## src/rtl/serial_addsub.sv

```systemverilog
// Digit-serial add/subtract unit: processes DIGIT bits per clock, LSB digit first.
// Optional signed-overflow output is enabled by defining SERIAL_ADDSUB_OVF_EN.
module serial_addsub #(
    parameter int unsigned WIDTH = 8,
    parameter int unsigned DIGIT = 1
) (
    input  logic             clk,
    input  logic             rst,
    input  logic             start,
    input  logic             sub,
    input  logic [WIDTH-1:0] a,
    input  logic [WIDTH-1:0] b,
    input  logic             cin,
    output logic             busy,
    output logic             done,
    output logic [WIDTH-1:0] result,
    output logic             cout
`ifdef SERIAL_ADDSUB_OVF_EN
    ,
    output logic             ovf
`endif
);

    localparam int unsigned N  = WIDTH / DIGIT;
    localparam int unsigned CW = (N > 1) ? $clog2(N) : 1;

    typedef enum logic [1:0] {StIdle, StRun, StDone} state_e;

    state_e           state_q;
    logic [WIDTH-1:0] a_q, b_q, acc_q, acc_d;
    logic             sub_q, chain_q, chain_d;
    logic [CW-1:0]    cnt_q;
    logic [DIGIT-1:0] slice;
    logic             c, ai, bi;
`ifdef SERIAL_ADDSUB_OVF_EN
    logic             a_msb_q, b_msb_q;
`endif

    // One digit of full-adder / full-subtractor cells, seeded by the registered chain bit.
    always_comb begin
        c     = chain_q;
        ai    = 1'b0;
        bi    = 1'b0;
        slice = '0;
        for (int i = 0; i < int'(DIGIT); i++) begin
            ai       = a_q[i];
            bi       = b_q[i];
            slice[i] = ai ^ bi ^ c;
            if (sub_q) begin
                c = (~ai & bi) | (~(ai ^ bi) & c);
            end else begin
                c = (ai & bi) | ((ai ^ bi) & c);
            end
        end
        chain_d = c;
        acc_d   = (acc_q >> DIGIT) | (WIDTH'(slice) << (WIDTH - DIGIT));
    end

    always_ff @(posedge clk) begin
        if (rst) begin
            state_q <= StIdle;
            busy    <= 1'b0;
            done    <= 1'b0;
            result  <= '0;
            cout    <= 1'b0;
            a_q     <= '0;
            b_q     <= '0;
            acc_q   <= '0;
            sub_q   <= 1'b0;
            chain_q <= 1'b0;
            cnt_q   <= '0;
`ifdef SERIAL_ADDSUB_OVF_EN
            ovf     <= 1'b0;
            a_msb_q <= 1'b0;
            b_msb_q <= 1'b0;
`endif
        end else begin
            done <= 1'b0;
            unique case (state_q)
                StIdle, StDone: begin
                    if (start) begin
                        state_q <= StRun;
                        busy    <= 1'b1;
                        a_q     <= a;
                        b_q     <= b;
                        sub_q   <= sub;
                        chain_q <= cin;
                        cnt_q   <= '0;
`ifdef SERIAL_ADDSUB_OVF_EN
                        a_msb_q <= a[WIDTH-1];
                        b_msb_q <= b[WIDTH-1];
`endif
                    end else begin
                        state_q <= StIdle;
                    end
                end
                StRun: begin
                    a_q     <= a_q >> DIGIT;
                    b_q     <= b_q >> DIGIT;
                    acc_q   <= acc_d;
                    chain_q <= chain_d;
                    if (cnt_q == CW'(N - 1)) begin
                        cnt_q   <= '0;
                        state_q <= StDone;
                        busy    <= 1'b0;
                        done    <= 1'b1;
                        result  <= acc_d;
                        cout    <= chain_d;
`ifdef SERIAL_ADDSUB_OVF_EN
                        // add needs equal operand signs, sub needs differing ones
                        ovf <= ((a_msb_q ^ b_msb_q) == sub_q) &&
                               (acc_d[WIDTH-1] != a_msb_q);
`endif
                    end else begin
                        cnt_q <= cnt_q + 1'b1;
                    end
                end
                default: state_q <= StIdle;
            endcase
        end
    end

endmodule

```

## config.mk

```make
export PLATFORM = sky130hd
export DESIGN_NAME = serial_addsub
export DESIGN_NICKNAME = d
export VERILOG_FILES = /design/src/rtl/serial_addsub.sv
export SDC_FILE = /design/constraint.sdc
export NUM_CORES = 1
export LEC_CHECK = 0
export ABC_AREA = 1
export BUFFER_PORTS_ARGS = -buffer_cell sky130_fd_sc_hd__buf_2
export CORE_UTILIZATION = 45
export DETAILED_ROUTE_END_ITERATION = 10
export GPL_ROUTABILITY_DRIVEN = 1
export PLACE_DENSITY = 0.67
export SLEW_MARGIN = 20
export SYNTH_ARGS = -nofsm -noshare
export SYNTH_HDL_FRONTEND = slang
export SYNTH_SLANG_ARGS = --single-unit
```

## constraint.sdc

```tcl
create_clock -name clk -period 1.8 [get_ports clk]
set_clock_uncertainty 0.15 [all_clocks]
set_input_delay 0.18 -clock clk [delete_from_list [all_inputs] [get_ports clk]]
set_output_delay 0.18 -clock clk [all_outputs]
set_load 0.02 [all_outputs]
```

==> results of run 1 <==
-- flip-flops by register name, summed over array words and instances, names as in the netlist --
name,count
a_q,8
acc_q,7
b_q,8
busy,1
chain_q,1
cnt_q,3
cout,1
done,1
result,8
state_q,2
sub_q,1
-- synthesized netlist by cell type (all sizes together) --
library cell and instances:
nor3 16, fa 2, buf 8, nor2 58, inv 13, dfxtp 41
ha 3, clkbuf 2, nand3 4, nand2 23, a21oi 10, o21ai 29
-- layer usage --
| layer | global-route usage, % | part of all wire (%) | vias up |
|---|---|---|---|
| li1 | - | - | 734 |
| met4 | 10.23 | 1.8 | 0 |
| met1 | 25.73 | 49 | 618 |
| met5 | 0 | 0 | - |
| met3 | 6.159 | 3.9 | 6 |
| met2 | 27.53 | 46 | 23 |
-- cells in the final DEF, fill, tap and decap left out --
cell,Yosys,layout
nand2_4,3,3
clkbuf_8,0,5
dlygate4sd3_1,0,1
nand3_2,1,1
o21ai_0,27,27
ha_1,3,3
a21oi_1,10,10
dfxtp_1,41,41
nor2_1,55,55
nor2_2,1,1
clkinvlp_4,0,1
buf_4,3,5
fa_1,2,2
clkinv_2,0,2
nor2_4,2,2
inv_1,10,10
nand3_1,3,3
o21ai_1,2,2
nor3_2,9,9
nor3_1,7,7
inv_2,3,3
nand2_2,1,1
nand2_1,19,19
buf_2,0,31
-- timing repair --
action / CTS / global route
resized for setup: 0 / 0
endpoints found under the hold margin: 1 / 0
hold buffers: 1 / 0
-- layout make-up --
cell class                      instances  area share (%)
Sequential cell                        41           41.28
Multi-Input combinational cell        145           38.70
Timing Repair Buffer                   37           10.20
Clock buffer                            5           3.461
Tap cell                               48           3.021
Inverter                               13           2.454
Clock inverter                          3          0.8811
-- logic make-up (layout without fill, tap and decap cells) --
| kind of cell | count (synthesis) | in the layout | share of synthesized area, % |
|---|---|---|---|
| buf+inv | 23 | 58 | 7.023 |
| flops | 41 | 41 | 47.99 |
| fa+ha+maj | 5 | 5 | 4.536 |
| compound gates | 39 | 39 | 11.41 |
| simple gates | 101 | 101 | 29.04 |
-- per-stage QoR --
step	std cells	util, %	hold slack [ns]	power (mW)
5_1_grt	292	54.31	0.01405	1.924
2_1_floorplan	209	-	0.1771	1.207
4_1_cts	292	54.31	0.004634	1.842
6_report	292	54.31	0.0008059	1.823
3_3_place_gp	283	51.67	0.2949	1.262
3_5_place_dp	283	51.67	0.2999	1.264
-- worst paths after layout --
| check | from | end | cells past startpoint |
|---|---|---|---|
| setup / recovery | cnt_q[0]$_SDFFE_PP0P_ | result[7]$_SDFFE_PP0P_ | 6 |
| hold / removal | b[7] | b_q[7]$_SDFFE_PP0P_ | 3 |
| setup reg to reg | cnt_q[0]$_SDFFE_PP0P_ | result[7]$_SDFFE_PP0P_ | 6 |
| hold reg to reg | cnt_q[0]$_SDFFE_PP0P_ | cnt_q[0]$_SDFFE_PP0P_ | 1 |
-- power by group --
part           switching [mW]  internal [mW]
clock network           0.313          0.267
logic                   0.146         0.0939
registers              0.0373          0.967
total                   0.495           1.33
-- worst max-delay path: stages, from the launching register on --
cell,delay [ns]
dfxtp_1,0.35
ha_1,0.18
ha_1,0.18
inv_1,0.08
nor2_4,0.24
nand2_1,0.08
a21oi_1,0.15
==> key figures, run 1 <==
Timing
  – Endpoints failing setup: 0
  – Final Hold Vio Count: 0
  – FMAX: 684.6 MHz
  – Worst slew margin: 83.53%
  – TNS Setup: 0 ns
  – Final min period: 1.461 ns
  – Final Max Slew Viols: 0
  – Fin crit share: 81.15%
  – Worst-Margin Slew: between 0.2 and 0.25 ns
  – RSZ-0062 raised after global routing: no
  – Crit path setup slack, layout: 0.3393 ns

Drt
  – Drt wl/cell: ~11 um
  – Vias post-DR: ~1400
  – Post-DRT Antenna Nets: 0
  – Total iterations of the first detailed-routing run: 4
  – 1st-iter DRT viols: 71
  – Residual DRC: 0
  – Final wirelength: 3252 um
  – Via/cell ratio: 4.729

Critical path
  – WP data required: 1.88 ns
  – Startpoint Class: flop
  – Critical path arrival: about 1.5 ns
  – FF-to-FF setup slack: 0.34 ns
  – Worst setup EP type: flop
  – Largest fanout on the critical path: 9
  – Crit path kind: flop to flop

Die
  – Num rows: 22
  – Core area: around 0.0037 mm2
  – Chip Width: around 64 um
  – Top-level port count: 32
  – Die ar.: 0.004051 mm2
  – Initial Utilization: 46.72%
  – Die height: 63.65 um

Clock network
  – Root Buffer: clkbuf_8
  – Cts bufs inserted: 5
  – Clk slew on worst S/H paths: 0.08 ns
  – H-tree depth: 2
  – Clk buf depth: 2
  – Worst-Skew Late Latency: 0.29 ns
  – CTS tree: yes
  – Postcts setup bufs: 0
  – CTS Sinks: 41

GRT
  – First-pass GRT wire length: about 5800 um
  – Overall routing resource usage: roughly a fifth
  – Largest net degree at the start of global routing: 17
  – Initial antenna violation count: 0
  – GRT overflow: 0
  – Vias in the first global route: 1277

Worst hold path
  – Hold crit path type: primary input to flop

Power
  – VDD IR max: 0.4049 mV
  – PwrDens: a little over 900 mW/mm2
  – Leak: between 0.9 and 1 nW

Synthesis
  – Flops & latches, synth: 41
  – Yosys warns: 0
  – Post-synthesis cell count: 209
  – Post-synth top area cell: dfxtp_1
  – Syn nets: roughly 240
  – Number of distinct library cells after synthesis: 22
  – Post-synth top area share: 47.99%
  – Synth area leaders: dfxtp_1 (48%), nor2_1 (12%), o21ai_0 (7.9%), nor3_2 (5.3%), nand2_1 (4.2%)
  – Synthesized area per cell: 8.184 um2
  – Post-Syn Area: approximately 0.0017 mm2
  – Seq/Total Area, Yosys: between 40% and 50%

Layout
  – Syn-to-layout area delta: 16.24%
  – Register Area: 820.8 um2
  – Share of cells above drive strength 1: 26.23%
  – Fillers: 368
  – Multi-input logic area: 769.5 um2
  – ANT cells: 0
  – Nets: 269
  – Final non-filler cell area: about 0.0020 mm2

Place
  – Area after DPL: 0.001892 mm2
  – Port bufs: 31
  – Pre-CTS setup slack: 0.3676 ns
  – Dpl hpwl: 2139 um
  – Placer congestion estimate: between 0.7 and 0.8

Job
  – Max-cap violations: 0

Status
  – Status: finished, final reports clean
Note: power is estimated with default switching activity, not from simulation.
==> run 2: changes to the inputs <==
--- a/config.mk
+++ b/config.mk
@@ -10,7 +10,7 @@
 export CORE_UTILIZATION = 45
 export DETAILED_ROUTE_END_ITERATION = 10
 export GPL_ROUTABILITY_DRIVEN = 1
-export PLACE_DENSITY = 0.67
+export PLACE_DENSITY = 0.69
 export SLEW_MARGIN = 20
 export SYNTH_ARGS = -nofsm -noshare
 export SYNTH_HDL_FRONTEND = slang
==> constraint.sdc (replaced) <==
create_clock -name clk -period 1.3 [get_ports clk]
set_clock_uncertainty 0.15 [all_clocks]
set_input_delay 0.13 -clock clk [delete_from_list [all_inputs] [get_ports clk]]
set_output_delay 0.13 -clock clk [all_outputs]
set_load 0.02 [all_outputs]
==> key figures, run 2 (synthesis gave the netlist of run 1 again) <==
Power
  – VDD IR max: 0.9689 mV (+140%)
  – Leak: 1.023 nW (+12%)
  – PwrDens: 1184 mW/mm2 (+29%)

Timing
  – Hold Worst Slack: -0.0005949 ns (-0.001401 ns)
  – Worst slew margin: 81.15% (-2.4 points)
  – TNS Setup: -0.06758 ns (-0.06758 ns)
  – FMAX: 739.2 MHz (+8.0%)
  – Fin crit share: 104.1% (+23 points)
  – Worst-Margin Slew: 0.2797 ns (+0.03321 ns)
  – Endpoints failing setup: 3 (+3)
  – Final Hold Vio Count: 1 (+1)
  – Final min period: 1.353 ns (-0.1079 ns)
  – Final Max Slew Viols: 0 (unchanged)
  – RSZ-0062 raised after global routing: yes
  – Crit path setup slack, layout: -0.05278 ns (-0.3921 ns)

Clock network
  – Worst-Skew Late Latency: 0.28 ns (about the same)
  – Root Buffer: clkbuf_8
  – CTS Sinks: 41 (unchanged)
  – Clk slew on worst S/H paths: 0.08 ns (about the same)
  – Clk buf depth: 2 (unchanged)
  – CTS tree: yes
  – H-tree depth: 2 (unchanged)
  – Cts bufs inserted: 5 (unchanged)

Die
  – Chip Width: 63.65 um (unchanged)
  – Die height: 63.65 um (unchanged)
  – Initial Utilization: 46.72% (unchanged)
  – Core area: 0.003661 mm2 (unchanged)
  – Top-level port count: 32 (unchanged)
  – Num rows: 22 (unchanged)
  – Die ar.: 0.004051 mm2 (unchanged)

Worst hold path
  – Hold crit path type: primary input to flop

Critical path
  – Startpoint Class: flop
  – CP max-delay cell: fa_2
  – Critical path arrival: 1.42 ns (-0.12 ns)
  – FF-to-FF setup slack: -0.05 ns (-0.39 ns)
  – CP delay by family, top: adder cells
  – Crit path cell chain: inv_2, fa_2, nand2_1, a21oi_1
  – Buf/Inv on CP: 1 (unchanged)
  – Crit path launch: chain_q$_SDFFE_PP0P_
  – CP endpoint: result[7]$_SDFFE_PP0P_
  – Worst setup EP type: flop
  – Crit path kind: flop to flop
  – WP data required: 1.37 ns (-0.51 ns)
  – Max stage delay on crit path: 0.55 ns (+0.20 ns)
  – R2R cell count: 4 (-2)
  – Worst reg2reg path endpoint: result[7]$_SDFFE_PP0P_
  – Reg2reg start: chain_q$_SDFFE_PP0P_
  – Largest fanout on the critical path: 3 (-6)
  – CP Depth: 4 (-2)

Place
  – Dpl hpwl: 2232 um (+4.4%)
  – Placer congestion estimate: 0.7385 (-0.42%)
  – Area after DPL: 0.001937 mm2 (+2.4%)
  – Port bufs: 31 (unchanged)
  – Placed Instances: 288 (+1.8%)

Drt
  – Drt wl/cell: 11.52 um (+3.5%)
  – Residual DRC: 0 (unchanged)
  – Post-DRT Antenna Nets: 0 (unchanged)
  – 1st-iter DRT viols: 63 (-11%)
  – Final wirelength: 3595 um (+11%)
  – Via/cell ratio: 4.785 (+1.2%)
  – Total iterations of the first detailed-routing run: 4 (unchanged)
  – Vias post-DR: 1493 (+8.1%)

Layout
  – Share of cells above drive strength 1: 36.36% (+10 points)
  – Final non-filler cell area: 0.002298 mm2 (+16%)
  – ANT cells: 0 (unchanged)
  – Non-filler cells, final: 312 (+6.8%)
  – Largest regs: a_q: 8 flops, b_q: 8 flops, result: 8 flops
  – Commonest non-fill, non-tap cell in the layout: nor2_1
  – Nets: 289 (+7.4%)
  – Fin util: 62.78% (+8.5 points)
  – Syn-to-layout area delta: 34.38%
  – Most frequent cells in the layout: nor2_1 (54), dfxtp_1 (35), buf_2 (31), o21ai_0 (21), nand2_1 (17)

GRT
  – First-pass GRT wire length: 5858 um (+0.60%)
  – Vias in the first global route: 1368 (+7.1%)
  – Initial antenna violation count: 0 (unchanged)
  – Largest net degree at the start of global routing: 17 (unchanged)
  – Overall routing resource usage: 18.50% (-0.83 points)
  – GRT overflow: 0 (unchanged)

Status
  – Failing checks: hold timing, setup timing
  – Status: finished with violations

Job
  – Max-cap violations: 0 (unchanged)
run 2: cell types whose count changed in the layout (fill, tap and decap cells not counted), sizes merged:
| cell | delta |
|---|---|
| clkinvlp | -1 |
| clkbuf | +2 |
| clkinv | -1 |
| buf | +6 |
| dlygate4sd3 | +13 |
| nor2 | +1 |
run 2: what timing repair did:
item | 4_1_cts | 5_1_grt
hold buffers | 13 | 1
hold endpoints to repair | 13 | 1
pin swaps | 4 | 5
setup buffers | 0 | 1
gates resized for setup | 11 | 28
cloned | 1 | 0
endpoints found under the setup margin | 12 | 36
run 2: how the worst min path moves through the flow:
stage,startpoint,endpoint,slack (ns),cells after the start
3_5_place_dp,a[7],a_q[7]$_SDFFE_PP0P_,0.24,3
4_1_cts,a[0],a_q[0]$_SDFFE_PP0P_,0.0007,3
2_1_floorplan,a[7],a_q[7]$_SDFFE_PP0P_,0.13,2
5_1_grt,a[0],a_q[0]$_SDFFE_PP0P_,0.001,3
6_report,a[0],a_q[0]$_SDFFE_PP0P_,-0.0006,3
3_3_place_gp,a[7],a_q[7]$_SDFFE_PP0P_,0.24,3
run 2: per-layer routing:
layer | up-vias | wire [um] | global-route usage, %
met5 | - | 0 | 0
met4 | 0 | 21 | 5.682
met3 | 2 | 103 | 5.254
met2 | 16 | 1720 | 29.12
met1 | 692 | 1750 | 24.32
li1 | 783 | - | -
run 2: worst register-to-register path, cell delays in order, from the launching register on:
cell     delay [ns]
dfxtp_4        0.37
inv_2          0.04
fa_2           0.55
nand2_1        0.06
a21oi_1        0.12
run 2: metrics by stage:
| step | total power, mW | worst slack, ns |
|---|---|---|
| global placement | 1.762 | -0.05910 |
| finish | 2.722 | -0.05278 |
| floorplan | 1.675 | 0.01172 |
| detailed placement | 1.765 | -0.1018 |
| global route | 2.852 | -0.07593 |
| CTS | 2.679 | -0.04349 |
run 2: layout make-up:
class	count	area [um2]
clock buffers	7	96.34
clock inverters	1	5.005
fillers	317	1363
inverters	13	51.30
multi-input cells	146	859.6
flip-flops and latches	41	833.3
well taps	48	60.06
repair buffers	56	392.9
run 2: power breakdown:
part / leakage (nW) / internal, mW / total (mW) / switching (mW)
clock: 0.0542 / 0.480 / 0.903 / 0.423
combinational: 0.630 / 0.190 / 0.422 / 0.231
sequential: 0.339 / 1.34 / 1.40 / 0.0570
